$ cat src/rtl/uart_tx_queue.sv
// rtl/uart_tx_queue.sv - byte FIFO feeding a UART transmitter via IDLE/START/WAIT handshake with timeout
// Optional: define UART_TX_QUEUE_ERR_DROP_EN to discard received bytes flagged by rx_err_i.
module uart_tx_queue #(
  parameter int          N          = 8,
  parameter int          DEPTH_LOG2 = 4,
  parameter logic [15:0] TIMEOUT    = 16'd20000
) (
  input  logic                  sysclk,
  input  logic                  reset_n,
  input  logic                  rx_end_i,
  input  logic                  rx_err_i,
  input  logic [N-1:0]          rx_data_i,
  input  logic                  tx_end_i,
  input  logic                  clr_ovf_i,
  output logic                  tx_start_o,
  output logic [N-1:0]          tx_data_o,
  output logic [DEPTH_LOG2:0]   count_o,
  output logic                  empty_o,
  output logic                  full_o,
  output logic                  overflow_o,
  output logic                  timeout_o
);
  localparam int DEPTH = 1 << DEPTH_LOG2;

  typedef enum logic [1:0] {IDLE, START, WAIT} state_t;

  state_t                r_state, w_next;
  logic [N-1:0]          r_mem [DEPTH];
  logic [DEPTH_LOG2-1:0] r_wr_ptr, r_rd_ptr;
  logic [DEPTH_LOG2:0]   r_count, w_count_next;
  logic                  r_empty, r_full, r_ovf, r_tx_start, r_timeout;
  logic [N-1:0]          r_tx_data;
  logic [15:0]           r_timer;
  logic                  w_push_req, w_push, w_pop, w_ovf_event, w_timeout;

`ifdef UART_TX_QUEUE_ERR_DROP_EN
  assign w_push_req = rx_end_i && !rx_err_i;
`else
  logic w_unused_err;
  assign w_unused_err = rx_err_i;
  assign w_push_req   = rx_end_i;
`endif

  // A full FIFO still accepts a byte when the same edge frees a slot.
  assign w_push      = w_push_req && (!r_full || w_pop);
  assign w_ovf_event = w_push_req && r_full && !w_pop;

  always_comb begin
    w_next    = r_state;
    w_pop     = 1'b0;
    w_timeout = 1'b0;
    case (r_state)
      IDLE: begin
        if (!r_empty) begin
          w_pop  = 1'b1;
          w_next = START;
        end
      end
      START: w_next = WAIT;
      WAIT: begin
        if (tx_end_i) begin
          w_next = IDLE;
        end else if (r_timer == TIMEOUT - 16'd1) begin
          w_next    = IDLE;
          w_timeout = 1'b1;
        end
      end
      default: w_next = IDLE;
    endcase
  end

  always_comb begin
    w_count_next = r_count;
    if (w_push && !w_pop) begin
      w_count_next = r_count + (DEPTH_LOG2+1)'(1);
    end else if (!w_push && w_pop) begin
      w_count_next = r_count - (DEPTH_LOG2+1)'(1);
    end
  end

  always_ff @(posedge sysclk or negedge reset_n) begin
    if (!reset_n) begin
      r_state    <= IDLE;
      r_wr_ptr   <= '0;
      r_rd_ptr   <= '0;
      r_count    <= '0;
      r_empty    <= 1'b1;
      r_full     <= 1'b0;
      r_ovf      <= 1'b0;
      r_tx_start <= 1'b0;
      r_timeout  <= 1'b0;
      r_tx_data  <= '0;
      r_timer    <= '0;
    end else begin
      r_state <= w_next;
      if (w_push) r_wr_ptr <= r_wr_ptr + DEPTH_LOG2'(1);
      if (w_pop) begin
        r_rd_ptr  <= r_rd_ptr + DEPTH_LOG2'(1);
        r_tx_data <= r_mem[r_rd_ptr];
      end
      r_count <= w_count_next;
      r_empty <= (w_count_next == '0);
      r_full  <= (w_count_next == DEPTH[DEPTH_LOG2:0]);
      // A fresh overflow wins over a clear on the same edge.
      if (w_ovf_event) begin
        r_ovf <= 1'b1;
      end else if (clr_ovf_i) begin
        r_ovf <= 1'b0;
      end
      r_tx_start <= (r_state == START);
      r_timeout  <= w_timeout;
      r_timer    <= (r_state == WAIT && w_next == WAIT) ? r_timer + 16'd1 : 16'd0;
    end
  end

  always_ff @(posedge sysclk) begin
    if (w_push) r_mem[r_wr_ptr] <= rx_data_i;
  end

  assign tx_start_o = r_tx_start;
  assign tx_data_o  = r_tx_data;
  assign count_o    = r_count;
  assign empty_o    = r_empty;
  assign full_o     = r_full;
  assign overflow_o = r_ovf;
  assign timeout_o  = r_timeout;
endmodule

$ cat config.mk
export PLATFORM = sky130hd
export DESIGN_NAME = uart_tx_queue
export DESIGN_NICKNAME = d
export VERILOG_FILES = /design/src/rtl/uart_tx_queue.sv
export SDC_FILE = /design/constraint.sdc
export NUM_CORES = 1
export LEC_CHECK = 0
export CORE_ASPECT_RATIO = 2
export CORE_UTILIZATION = 46
export CTS_BUF_LIST = sky130_fd_sc_hd__clkbuf_4 sky130_fd_sc_hd__clkbuf_8
export CTS_CLUSTER_SIZE = 10
export DETAILED_ROUTE_END_ITERATION = 10
export GPL_TIMING_DRIVEN = 0
export PLACE_DENSITY = 0.61
export SYNTH_ARGS = -nofsm -noshare
export SYNTH_HDL_FRONTEND = slang
export SYNTH_SLANG_ARGS = --single-unit
$ cat constraint.sdc
create_clock -name sysclk -period 3 [get_ports sysclk]
set_input_delay 0.45 -clock sysclk [delete_from_list [all_inputs] [get_ports sysclk]]
set_output_delay 0.45 -clock sysclk [all_outputs]
set_load 0.005 [all_outputs]
# After elaboration in Yosys (flattened, before gate mapping)
# Memory sizes are Yosys's and may differ from the RTL's. A register that Yosys moved wholly into a read port is not among the register bits.
# Cells that the tools add are included.
# Widths: inputs -> output; s select.
word_totals:
  ram_bits: 128
  output_inout_bits: 18
  in_bits: 14
  n_memories: 1
  word_cells: 51
  ff_bits: 36
mem_list:
  columns: ["name", "depth", "word_bits", "rd", "rd_clocked_by_memory_dff", "wr", "line", "source"]
  rows:
  - ["r_mem", 16, 8, 1, 1, 1, "28", "logic [N-1:0] r_mem [DEPTH];"]
classes:
  add_sub_neg: 5
  eq_ne: 5
  n_mux: 16
  n_reduce_logical: 14
ops:
  columns: ["op", "n"]
  rows:
  - ["$add 16x1->16 const B", 1]
  - ["$eq 16x15->1 const B", 1]
  - ["$mux 16", 1]
  - ["$mux 5", 2]
  - ["$mux 1", 9]
  - ["$add 4x1->4 const B", 2]
  - ["$logic_and 1x1->1", 6]
  - ["$mux 2", 3]
  - ["$pmux 2 s3", 1]
  - ["$add 5x1->5 const B", 1]
  - ["$eq 5x5->1 const B", 1]
  - ["$logic_not 5->1", 1]
  - ["$sub 5x1->5 const B", 1]
  - ["$eq 2x2->1 const B", 2]
  - ["$logic_not 1->1", 4]
  - ["$eq 2x1->1 const B", 1]
  - ["$logic_not 2->1", 1]
  - ["$reduce_bool 2->1", 1]
  - ["$logic_or 1x1->1", 1]

# Depth between registers and ports, before layout
logic_depth:
  word_depth: 9
  ltp_mapped: 7
  depth_no_buf: 6

# Worst setup path after synthesis
# OpenSTA, ideal clock, no wires.
synth_timing:
  path_kind: "reg2reg"
  startpoint: "register r_state[1]"
  endpoint: "memory r_mem[4][0], enable pin"
  stages_incl_launch_ff: 7
  path_buffers: 2
  t_required_ns: 2.617
  synth_period_minus_slack_ns: 2.420
  path_slack_ns: 0.580
  arrival_time_ns: 2.037
  setup_ns: 0.383
  cell_sequence: "dfrtp_1 -> or3_1 -> buf_6 -> buf_6 -> a21boi_2 -> nand2_1 -> nor3_1"
synth_via:
  elab_chain_cells: 6
synth_rtl:
  columns: ["element", "line", "source"]
  rows:
  - ["start: declaration", "27", "state_t r_state, w_next;"]
  - ["start signal: assignment", "95", "r_state <= w_next;"]
  - ["$logic_not 2->1", "52", "case (r_state)"]
  - ["$mux 1", "52", null]
  - ["$logic_or 1x1->1", "45", "assign w_push = w_push_req && (!r_full || w_pop);"]
  - ["$logic_and 1x1->1", "45", null]
  - ["$mux 1", "117", "if (w_push) r_mem[r_wr_ptr] <= rx_data_i;"]
  - ["$mux 1 (implied by the code)", "117", null]
  - ["end: declaration", "28", null]
# Every way passes these cells.

# Worst setup path in the final report
layout_timing:
  startpoint: "input rx_end_i"
  endpoint: "memory r_mem[13][6], enable pin"
layout_via:
  elab_chain_cells: 3
layout_rtl:
  columns: ["element", "line", "source"]
  rows:
  - ["start: declaration", "10", "input logic rx_end_i,"]
  - ["$logic_and 1x1->1", "45", null]
  - ["$mux 1", "117", null]
  - ["$mux 1 (implied by the code)", "117", null]
# Every way passes these cells.

==> reports/metrics.yaml <==
drc: 0
ys_ff_latch: 172
fmax_mhz: 337.5
core_mm2: 0.01529
outcome: "completed"
yosysTopAreaCellShare: 0.5318
grt_pass1_vias: 4121
ant_nets: 0
cp.arrival_ns: 3.03
final.fill_count: 1255
path_max_fanout: 10
path_clk_slew_ns: 0.09
fin_crit_sh: 0.9876
rsz0062_at_grt: "yes"
tightestPinTransition_ns: 1.002
slowest_delay_ns: 0.81
switching_share: 0.3373
antenna_found_initial: 0
crit_slowest_cell: "nor2_1"
comb_power_share: 0.372
ir_worst_vdd_v: 0.0003600
rrSetupSlack_ns: 0.13
final-setup-viol-count: 0
wl_per_cell_um: 20.96
max_slew_margin: 0.3295
htreeDepth: 4
port_buffers: 30
routed_wl_mm: 14.74
nNetsFinal: 514
cp-start-kind: "primary input"
crit_chain: "clkdlybuf4s50_1 -> clkbuf_1 -> a21boi_2 -> nand3_1 -> nor2_1"
synth_nets: 459
cts_tree: "yes"
hp-class: "in -> async"
seq_area_frac_synth: 0.6843
synthTopCellsByArea: "edfxtp_1, dfrtp_1, mux4_2"
yosys.area.top_type: "edfxtp_1"
p_per_area_mw_per_mm2: 891.3
post_route_cells_drive_above_1_share: 0.2000
die_h_um: 179.3
synth_cells: 437
drtIter0Drc: 250
clock_skew_ns: 0.008708
hold_viol: 0
worstPathRequired_ns: 3.07
p_seq_frac: 0.420
dpl_worst_slack_ns: -0.7211
clock_latency_ns: 0.45
synth_edf_count: 128
p_leak_nw: 2.834
synth_ff_type: "edfxtp_1"
synth_async_sr_flop_share: 0.2558
clockBufferDepth: 2
fin_total_pwr_mw: 7.356
clockRootBuffer: "clkbuf_8"
p_sw_mw: 2.481
die_w_um: 90.64
io_pins: 32
fp-row-count: 64
layout.cells.non_filler: 703
yosys_warnings: 0
grt_pass1_wl_mm: 23.23
power.internal_mw: 4.874
final.setup.tns_ns: 0
placed_cells: 670
synthesis.area_mm2: 0.007228
grt_use_total: 0.1993
routed_via_density: 5.559
pwr-share-clk: 0.208
initial_core_util: 0.4726
gp_congestion: 0.8367
cts-buffers-inserted: 17
areaGrowthSynthToFinish_pct: 14.18
die_area_mm2: 0.01625
setup_slack_ns: 0.03725
post-route-min-period_ns: 2.963
criticalPathCategory: "in -> reg"
critPathCaptureType: "flip-flop"
grt_max_degree: 38
first_pass_iters: 4
worst_hold_slack_ns: 0.4035
via_count: 3908
synth.distinct_cells: 57
slew_viol_final: 0
numClockSinks: 172
maxCapViolations: 0
syn_avg_cell_area_um2: 16.54
diodes: 0
grt-ovfl-total: 0
hpwlAfterDp_mm: 10.48
-- per-stage QoR --
stage          area [um^2]    util
2_1_floorplan         7228       -
3_3_place_gp          7776  0.5084
3_5_place_dp          7861  0.5140
4_1_cts               8250  0.5394
5_1_grt               8253  0.5396
6_report              8253  0.5396
-- sequential cells by signal, summed over array words and instances (netlist names) --
name and flops:
count_o 5, empty_o 1, full_o 1, overflow_o 1, r_mem 128, r_rd_ptr 4, r_state 2, r_timer 16
r_wr_ptr 4, timeout_o 1, tx_data_o 8, tx_start_o 1
-- cells in the final DEF (no fill, tap or decap), drive strengths merged, types with 9 or more instances in the layout --
cell type and count:
nand4 9, xnor2 17, clkbuf 31, inv 18, nand3 11, clkdlybuf4s50 29
nor3 10, nor2 28, mux4 31, o21ai 12, nor4 10, buf 17
dfrtp 43, edfxtp 128, nand2 17, mux2i 9
-- path summary, 6_finish.rpt --
kind,from,to,depth (start not counted)
setup / recovery,rx_end_i,r_mem[13][6]$_DFFE_PP_,5
setup reg to reg,r_state[1]$_DFF_PN0_,r_mem[13][6]$_DFFE_PP_,6
hold reg to reg,r_timer[0]$_DFF_PN0_,r_timer[0]$_DFF_PN0_,1
max in group asynchronous,reset_n,empty_o$_DFF_PN1_,3
min in group sysclk,r_timer[0]$_DFF_PN0_,r_timer[0]$_DFF_PN0_,1
hold / removal,reset_n,r_wr_ptr[2]$_DFFE_PN0P_,2
-- worst max-delay path, delay by kind of cell --
family,cells,cell delay [ns]
buf+inv,2,1.05
simple gates,2,1.03
compound gates,1,0.48
-- cell usage after synthesis, types with 2 or more instances --
library cell,instances
edfxtp_1,128
dfrtp_1,43
nor2_1,28
mux4_2,25
nand2_1,17
xnor2_1,17
clkbuf_1,13
inv_1,12
nand3_1,11
o21ai_0,11
nor3_1,10
mux2i_1,9
nand4_1,9
nor4_1,9
ha_1,8
mux2_2,7
xor2_1,7
a22oi_1,6
and2_1,6
buf_2,6
mux4_1,6
nand2b_1,5
and4_1,3
buf_6,3
a21oi_1,2
and3_1,2
and3b_1,2
nor4b_1,2
or3b_2,2
-- logic make-up after synthesis --
group | share of synthesized area
buffers and inverters | 0.02752
AO/OA/AOI/OAI | 0.03670
XOR/XNOR | 0.02908
AND/OR/NAND/NOR | 0.08344
multiplexers | 0.1252
flip-flops | 0.6843
adder cells (fa/ha/maj) | 0.01385
-- layer usage --
metal | up-vias | share of wire | global-route usage
met5 | - | 0 | 0
met4 | 0 | 0.027 | 0.09476
met3 | 24 | 0.027 | 0.03902
met2 | 93 | 0.59 | 0.3905
met1 | 1997 | 0.35 | 0.1963
li1 | 1794 | - | -
-- power by group through the flow --
stage          combinational (mW)  clock, mW  sequential (mW)
2_1_floorplan                1.86          0             3.11
3_3_place_gp                 2.67          0             3.13
3_5_place_dp                 2.76          0             3.15
4_1_cts                      2.78       1.57             3.09
5_1_grt                      2.97       1.66             3.13
6_report                     2.73       1.53             3.09
-- area by class of cell --
type	count	area (um^2)	share of cell area
Sequential cell	172	4946	0.5993
Multi-Input combinational cell	226	2131	0.2582
Timing Repair Buffer	36	355.3	0.04306
Tap cell	198	247.7	0.03002
Clock buffer	17	234.0	0.02835
Buffer	25	145.1	0.01759
Clock inverter	15	140.1	0.01698
Inverter	14	53.80	0.006519
-- timing repair --
action / CTS / global route
setup buffers: 0 / 0
hold endpoints to repair: 7 / 0
endpoints found under the setup margin: 8 / 33
hold buffers: 1 / 0
pin swaps: 0 / 0
gates resized for setup: 1 / 1
Note: power is estimated with default switching activity, not from simulation.
